### config.mk
export PLATFORM = sky130hd
export DESIGN_NAME = bht_jump_ctrl
export DESIGN_NICKNAME = d
export VERILOG_FILES = /design/src/rtl/bht_jump_ctrl.sv
export SDC_FILE = /design/constraint.sdc
export NUM_CORES = 1
export LEC_CHECK = 0
export ABC_AREA = 1
export BUFFER_PORTS_ARGS = -buffer_cell sky130_fd_sc_hd__buf_4
export CAP_MARGIN = 20
export CORE_MARGIN = 10
export CORE_UTILIZATION = 60
export CTS_BUF_LIST = sky130_fd_sc_hd__clkbuf_4 sky130_fd_sc_hd__clkbuf_8
export CTS_CLUSTER_DIAMETER = 150
export DETAILED_ROUTE_END_ITERATION = 10
export GPL_TIMING_DRIVEN = 0
export PLACE_DENSITY_LB_ADDON = 0.15
export SKIP_CTS_REPAIR_TIMING = 1
export SYNTH_ARGS = -nofsm -noshare
export SYNTH_HDL_FRONTEND = slang
export SYNTH_SLANG_ARGS = --single-unit
### constraint.sdc
create_clock -name clk -period 5.1 [get_ports clk]
set_input_delay 1.02 -clock clk [delete_from_list [all_inputs] [get_ports clk]]
set_output_delay 1.02 -clock clk [all_outputs]
set_load 0.02 [all_outputs]
### src/rtl/bht_jump_ctrl.sv
// Branch-history-table predictor and jump controller for the IF/ID hand-off:
// predicts IF branches, resolves them in ID, and redirects fetch on a miss.
module bht_jump_ctrl #(
  parameter logic [31:0] MAX_INSADDR = 32'hffff_fff8,
  parameter int          IDX_W       = 4,
  parameter int          CNT_W       = 2,
  parameter int          CNT_INIT    = 1
) (
  input  logic        clk,
  input  logic        rst,
  input  logic        stall,
  input  logic [31:0] PC,
  input  logic [31:0] INS,
  input  logic [31:0] rsv,
  input  logic [31:0] rtv,
  output logic [31:0] NPC,
  output logic        clr,
  output logic        pred_taken,
  output logic        halt,
  output logic [15:0] br_cnt,
  output logic [15:0] miss_cnt
);

  localparam logic [5:0] OP_SPECIAL = 6'd0;
  localparam logic [5:0] OP_REGIMM  = 6'd1;
  localparam logic [5:0] OP_J       = 6'd2;
  localparam logic [5:0] OP_JAL     = 6'd3;
  localparam logic [5:0] OP_BEQ     = 6'd4;
  localparam logic [5:0] OP_BNE     = 6'd5;
  localparam logic [5:0] OP_BLEZ    = 6'd6;
  localparam logic [5:0] OP_BGTZ    = 6'd7;
  localparam int         ENTRIES    = 1 << IDX_W;
  localparam logic [CNT_W-1:0] CNT_MAX = '1;
  localparam logic [CNT_W-1:0] CNT_RST = CNT_W'(CNT_INIT);

  logic [CNT_W-1:0] cnt [ENTRIES];

  logic [5:0]       if_op;
  logic             if_br, if_jmp, if_jr;
  logic [IDX_W-1:0] if_idx;
  logic [CNT_W-1:0] if_cnt;
  logic [31:0]      if_fallthru, if_target, if_jtarget;

  logic             id_br, id_jr, id_rt0, id_pred, id_taken, mispredict, correct;
  logic [5:0]       id_op;
  logic [IDX_W-1:0] id_idx;
  logic [31:0]      id_target, id_fallthru;

  assign if_op = INS[31:26];

  always_comb begin
    if_br  = 1'b0;
    if_jmp = 1'b0;
    if_jr  = 1'b0;
    case (if_op)
      OP_BEQ, OP_BNE:   if_br  = 1'b1;
      OP_BLEZ, OP_BGTZ: if_br  = (INS[20:16] == 5'd0);
      OP_REGIMM:        if_br  = (INS[20:17] == 4'd0);
      OP_J, OP_JAL:     if_jmp = 1'b1;
      OP_SPECIAL:       if_jr  = (INS[5:0] == 6'd8 && INS[15:11] == 5'd0) ||
                                 (INS[5:0] == 6'd9 && INS[20:16] == 5'd0 && INS[10:6] == 5'd0);
      default: ;
    endcase
  end

  // The IF stage reads the counter before any same-cycle ID update lands.
  assign if_idx      = PC[IDX_W+1:2];
  assign if_cnt      = cnt[if_idx];
  assign pred_taken  = if_br & if_cnt[CNT_W-1];
  assign if_fallthru = PC + 32'd4;
  assign if_target   = if_fallthru + {{14{INS[15]}}, INS[15:0], 2'b00};
  assign if_jtarget  = {PC[31:28], INS[25:0], 2'b00};
  assign halt        = (PC >= MAX_INSADDR);

  always_comb begin
    id_taken = 1'b0;
    case (id_op)
      OP_BEQ:    id_taken = (rsv == rtv);
      OP_BNE:    id_taken = (rsv != rtv);
      OP_BLEZ:   id_taken = ($signed(rsv) <= 0);
      OP_BGTZ:   id_taken = ($signed(rsv) > 0);
      OP_REGIMM: id_taken = id_rt0 ? ($signed(rsv) >= 0) : ($signed(rsv) < 0);
      default: ;
    endcase
  end

  assign mispredict = id_br & (id_taken != id_pred);
  assign correct    = ~stall & (id_jr | mispredict);
  assign clr        = correct;

  always_comb begin
    NPC = if_fallthru;
    if (stall)
      NPC = PC;
    else if (id_jr)
      NPC = rsv;
    else if (mispredict)
      NPC = id_taken ? id_target : id_fallthru;
    else if (halt)
      NPC = PC;
    else if (pred_taken)
      NPC = if_target;
    else if (if_jmp)
      NPC = if_jtarget;
  end

  // A flushed IF slot enters ID as a bubble so it can never trigger a correction.
  always_ff @(posedge clk or negedge rst) begin
    if (!rst) begin
      id_br       <= 1'b0;
      id_jr       <= 1'b0;
      id_op       <= '0;
      id_rt0      <= 1'b0;
      id_idx      <= '0;
      id_pred     <= 1'b0;
      id_target   <= '0;
      id_fallthru <= '0;
    end else if (!stall) begin
      id_br       <= if_br & ~correct;
      id_jr       <= if_jr & ~correct;
      id_op       <= if_op;
      id_rt0      <= INS[16];
      id_idx      <= if_idx;
      id_pred     <= pred_taken;
      id_target   <= if_target;
      id_fallthru <= if_fallthru;
    end
  end

  always_ff @(posedge clk or negedge rst) begin
    if (!rst) begin
      for (int i = 0; i < ENTRIES; i++)
        cnt[i] <= CNT_RST;
    end else if (!stall && id_br) begin
      if (id_taken)
        cnt[id_idx] <= (cnt[id_idx] == CNT_MAX) ? CNT_MAX : cnt[id_idx] + 1'b1;
      else
        cnt[id_idx] <= (cnt[id_idx] == '0) ? '0 : cnt[id_idx] - 1'b1;
    end
  end

  always_ff @(posedge clk or negedge rst) begin
    if (!rst) begin
      br_cnt   <= '0;
      miss_cnt <= '0;
    end else if (!stall && id_br) begin
      if (br_cnt != 16'hffff)
        br_cnt <= br_cnt + 16'd1;
      if (mispredict && miss_cnt != 16'hffff)
        miss_cnt <= miss_cnt + 16'd1;
    end
  end

endmodule

# ---- After elaboration in Yosys (flattened, before gate mapping)
# Cells that the tools add are included.
dict set report word_totals {
  ff_bits 142
  in_bits 131
  out_inout_bits 67
  wordCells 114
}
dict set report classes {
  n_addsub 6
  magnitude_cmp 8
  eq_ne 20
  muxes 25
  bitwise 10
  reduce_logical 19
}
# op n
set ops {}
lappend ops {{$mux W32} 8}
lappend ops {{$bwmux W32} 2}
lappend ops {{$eq A6 B3 Y1 const B} 8}
lappend ops {{$add A16 B1 Y16 const B} 2}
lappend ops {{$add A32 B3 Y32 const B} 1}
lappend ops {{$add A32 B32 Y32} 1}
lappend ops {{$eq A32 B32 Y1} 1}
lappend ops {{$ge A32 B1 Y1 const B} 1}
lappend ops {{$ge A32 B32 Y1 const B} 1}
lappend ops {{$gt A32 B1 Y1 const B} 1}
lappend ops {{$le A32 B1 Y1 const B} 1}
lappend ops {{$lt A32 B1 Y1 const B} 1}
lappend ops {{$ne A16 B16 Y1 const B} 2}
lappend ops {{$ne A32 B32 Y1} 1}
lappend ops {{$bmux W2 S4} 2}
lappend ops {{$logic_not A5 Y1} 3}
lappend ops {{$mux W2} 7}
lappend ops {{$eq A6 B1 Y1 const B} 2}
lappend ops {{$eq A6 B2 Y1 const B} 2}
lappend ops {{$eq A6 B4 Y1 const B} 2}
lappend ops {{$ge A5 B5 Y1 const B} 2}
lappend ops {{$not A4 Y5} 2}
lappend ops {{$demux W2 S4} 1}
lappend ops {{$logic_and A1 B1 Y1} 6}
lappend ops {{other kinds (18)} 28}

# ---- Longest topological paths before layout
dict set report depth {
  ltp_word 10
  ltp_mapped 25
  depth_no_buf 25
}

# ---- Worst setup path before layout
# No wires, ideal clock.
dict set report synth_timing {
  path_kind {input to output}
  start {input port PC[2]}
  end {output port NPC[23]}
  arrival_time_ns 3.543
  required_time_ns 4.080
  path_slack_ns 0.537
  stages 21
  n_path_buf 0
  cell_sequence {ha_1 nand2_1 nor2_2 nand2_1 inv_1 or2_2 nand2_1 inv_1 ha_1 nand2_1 nor2_1 nand2_1 nor2_1 nand2_1 nand4_1 nand2_1 nand2_1 a21oi_1 nand2_1 nand3_1 a21oi_1}
}
dict set report synth_via {
  elab_cells_between_ends 14
  cone_classes {add/sub (2); order compare (1); mux (9); bitwise (2)}
}
# item line
set synth_rtl {}
lappend synth_rtl {{from (decl)} 12} ;# input logic [31:0] PC,
lappend synth_rtl {{$add A32 B3 Y32} 70} ;# assign if_fallthru = PC + 32'd4;
lappend synth_rtl {{named net if_fallthru[16]} 42} ;# logic [31:0] if_fallthru, if_target, if_jtarget;
lappend synth_rtl {{$add A32 B32 Y32} 71} ;# assign if_target = if_fallthru + {{14{INS[15]}}, INS[15:0], 2'b00};
lappend synth_rtl {{$mux W32} 101} ;# else if (pred_taken)
lappend synth_rtl {{$mux W32} 99} ;# else if (halt)
lappend synth_rtl {{$mux W32} 97} ;# else if (mispredict)
lappend synth_rtl {{$mux W32} 95} ;# else if (id_jr)
lappend synth_rtl {{$mux W32} 93} ;# if (stall)
lappend synth_rtl {{to (decl)} 16} ;# output logic [31:0] NPC,
# The timed path passes the listed nets, and every way through them passes these cells. The select of a mux whose other input is x is not followed.

# ---- Worst setup path after layout
dict set report layout_timing {
  start {input port PC[3]}
  end {output port NPC[27]}
}
# Same word-level chain as after synthesis.

==> run metrics <==
first-pass iteration count of the detailed router 10; Die X-Extent 162 µm; die area roughly 26,000 µm²; CTS tree built; area of the multi-input gates 8720 µm²; clock group share of total power between 20% and 30%; mux cell area share after synthesis around 1.7%; CP max FO 9; Final HPWL DP slightly below 40,000 µm; Critical Path RT ~4.1 ns; clock transition at the registers of the reported paths 0.10 ns; Post-Route Skew around 0.022 ns; share of total power in sequential cells between 30% and 40%; Switch Pwr ~1.5 mW; clock sinks 140; type of origin of the critical path input pin; RSZ-0062 raised after global routing true; area grow syn2layout 30.4%; FF/Latch Area between 3000 and 4000 µm²; Cells after DPL about 2,400; Antenna diodes 0; via count between 15,000 and 20,000; num ports roughly 200; relative slew slack 12.0%; Crit path arrival time ~4.2 ns; GRT overflow 0; simple-gate share of the synthesized area 38.5%; clock latency on the worst-skew pair between 0.4 and 0.5 ns; post-route setup TNS -0.573 ns; # fillers around 1,500; minimum period implied by the final worst setup slack between 5 and 6 ns; Net Count, Synth 2,093; Final setup viols 11; Cells after Synth roughly 1,900; largest net degree at the start of global routing 91; Worst VDD drop about 0.25 mV; Die Ht between 150 and 200 µm; share of the synthesized area in the top cell type 25.5%; Clock H-tree levels 4; xor/xnor share of the synthesized area under 10%; vias in the first global route 14,300; Hold Vio Cnt, Final 0; initial antenna violation count 0; Leakage Power 7.76 nW; Synth Cell Area between 10,000 and 15,000 µm²; Net Sw Frac 40.4%; post-synthesis adder-cell area fraction under 10%; Comb pwr share between 30% and 40%; CP Capture Type primary output; largest family of logic cells by synthesized area simple AND/OR/NAND/NOR gates; DR DRC count 0; first-pass GRT wire length roughly 77,000 µm; Initial DRC Count about 2,100; global-route usage over all layers between 30% and 40%; GRT Max-Usage Layer met2; antenna-violating nets left 0; part of the cycle the worst path needs 103%; Yosys top cell by area dfrtp_1; Nets 2,340; Synth Area in Compound Gates 12.5%; Pint 2.14 mW; final WL ~54,000 µm; Setup Crit Path Kind in2out; Yosys warnings 0; Post-synth EDFFs 0; P per Cell Area approximately 230 nW/µm²; met3 Resource Use GR between 10% and 20%; Starting Density between 60 and 70%; WHS roughly 0.48 ns; Vias/cell about 6.3; CTS buffer count 17; maxcap violations 0; WL per Instance between 20 and 25 µm; post-route setup slack -0.128 ns; I/O Buffers ~200; non-filler cells in the finished layout between 2,000 and 2,500; post-synthesis register bit count 140; outcome complete, but fails checks; Synth async-reset ratio 100%; gpl congestion 1.07; standard-cell rows 52; ys flop type dfrtp_1; met1 Track Usage GR between 40 and 50%; core area between 20,000 and 25,000 µm²; Clock Tree Buf Depth 2; Worst Max-Slew Pin Slew roughly 1.3 ns; Final Slew Violations 0; met2 Track Usage GR roughly three fifths; Mean Syn Cell Area roughly 6.3 µm²; main area contributors after synthesis dfrtp_1 26%, nand2_1 20%, nand3_1 6.5%; fraction of layout cells with a size suffix above 1 about a quarter; CTS root buf clkbuf_8; Yosys cell types between 50 and 60; Hold WC Path Type reg2reg; register area share after synthesis between 20% and 30%; Fmax 191 MHz; violated checks setup timing
cells in the final DEF, fill, tap and decap left out, drive strengths merged, types with 2 or more instances in the layout:
cell type  count
clkinvlp       2
nand4         21
a21o           6
o221ai         3
clkinv         7
a22o           3
o21bai         4
ha            37
buf          254
nand2        669
o211ai        19
nor3b          3
a31oi          3
nor2         196
or2            5
dfstp         16
nor4          18
dfrtp        124
mux2i         20
clkbuf        63
o21ai        122
and2           3
xor2          39
xnor2         36
nand3b         9
nand3        160
a21oi         94
nor3          31
inv          199
o21a           5
a22oi          8
worst max-delay path: stages:
cell and delay (ns):
buf_6 0.15, ha_4 0.19, nand2_4 0.10, nor2_4 0.06, nand2_4 0.08, inv_2 0.04
or2_2 0.28, nand2_2 0.21, inv_1 0.11, ha_4 0.34, nand2_2 0.16, nor2_4 0.15
inv_1 0.08, nor3_2 0.22, nand3_2 0.16, nand2_1 0.12, nand2_1 0.07, nand3_1 0.12
nand2_1 0.07, nand2_1 0.06, nand3_1 0.12, nand2_1 0.10, nand2_1 0.05, buf_4 0.15
per-stage QoR:
step	setup WS (ns)	util [%]	instance area [µm²]	power (mW)
2_1_floorplan	0.537	-	12200	1.96
3_3_place_gp	-0.661	69.5	14000	2.36
3_5_place_dp	-0.629	69.7	14000	2.40
4_1_cts	-0.639	71.7	14400	3.36
5_1_grt	-0.294	78.9	15900	3.72
6_report	-0.128	78.9	15900	3.59
area by class of cell:
type / count / area share [%]
tap: 270 / 2.13
inverter: 196 / 4.69
sequential: 140 / 22.2
clock inverter: 13 / 0.939
clock buffer: 19 / 1.65
timing repair buffer: 228 / 11.1
buffer: 70 / 2.31
multi-input combinational: 1518 / 55.0
state kept, by name, indices dropped and copies added, names as in the netlist:
name and cells:
id_jr 1, id_target 32, id_rt0 1, cnt 32
id_pred 1, br_cnt 16, id_op 6, id_br 1
id_idx 4, miss_cnt 16, id_fallthru 30
power groups by stage:
stage                     logic, mW  registers, mW  clock network, mW
final                          1.30           1.31              0.985
after global routing           1.39           1.32               1.01
after CTS                      1.08           1.31              0.967
after detailed placement       1.08           1.33                  0
after global placement         1.04           1.32                  0
after floorplan               0.636           1.32                  0
cell usage after synthesis, types with 4 or more instances:
cell / n
nand3b_1: 9
nand4_1: 21
dfstp_2: 16
nand2_2: 4
a22oi_1: 8
buf_6: 9
mux2i_1: 20
nand2_1: 663
nand3_1: 157
clkbuf_1: 44
nor4_1: 18
inv_1: 187
nor2_2: 5
clkinv_1: 4
o21bai_1: 4
dfrtp_1: 124
o21ai_1: 26
o21ai_0: 96
xor2_1: 39
ha_1: 37
a21o_1: 6
o211ai_1: 19
buf_2: 15
xnor2_1: 36
nor3_1: 30
nor2_1: 189
a21oi_1: 90
o21a_1: 5
inv_2: 4
or2_2: 4
path summary, 6_finish.rpt:
| path | startpoint | endpoint | slack [ns] | depth (start not counted) |
|---|---|---|---|---|
| max in group asynchronous | rst | cnt[20]$_DFFE_PN1P_ | 3.70 | 2 |
| worst min register to register | cnt[22]$_DFFE_PN1P_ | cnt[22]$_DFFE_PN1P_ | 0.48 | 2 |
| worst max register to register | id_br$_DFFE_PN0N_ | cnt[9]$_DFFE_PN0P_ | 2.50 | 7 |
| min in group asynchronous | rst | id_fallthru[28]$_DFFE_PN0N_ | 0.49 | 1 |
| worst max-delay path | PC[3] | NPC[27] | -0.13 | 24 |
| worst min-delay path | cnt[22]$_DFFE_PN1P_ | cnt[22]$_DFFE_PN1P_ | 0.48 | 2 |
logic make-up after synthesis:
group | count (synthesis)
DFF | 140
muxes | 21
buffers and inverters | 266
adders and majority gates | 38
xor gates and xnor gates | 75
AOI/OAI and AO/OA | 269
and+or+nand+nor | 1115
metal layers:
metal  part of all wire, %  vias to the layer above  wire (µm)
met1                    35                     6961      18600
met3                    13                      352       6980
li1                      -                     6709          -
met5                     0                        -          0
met4                   7.6                        0       4110
met2                    45                     1328      24000
Power figures use the tool's default switching activity.
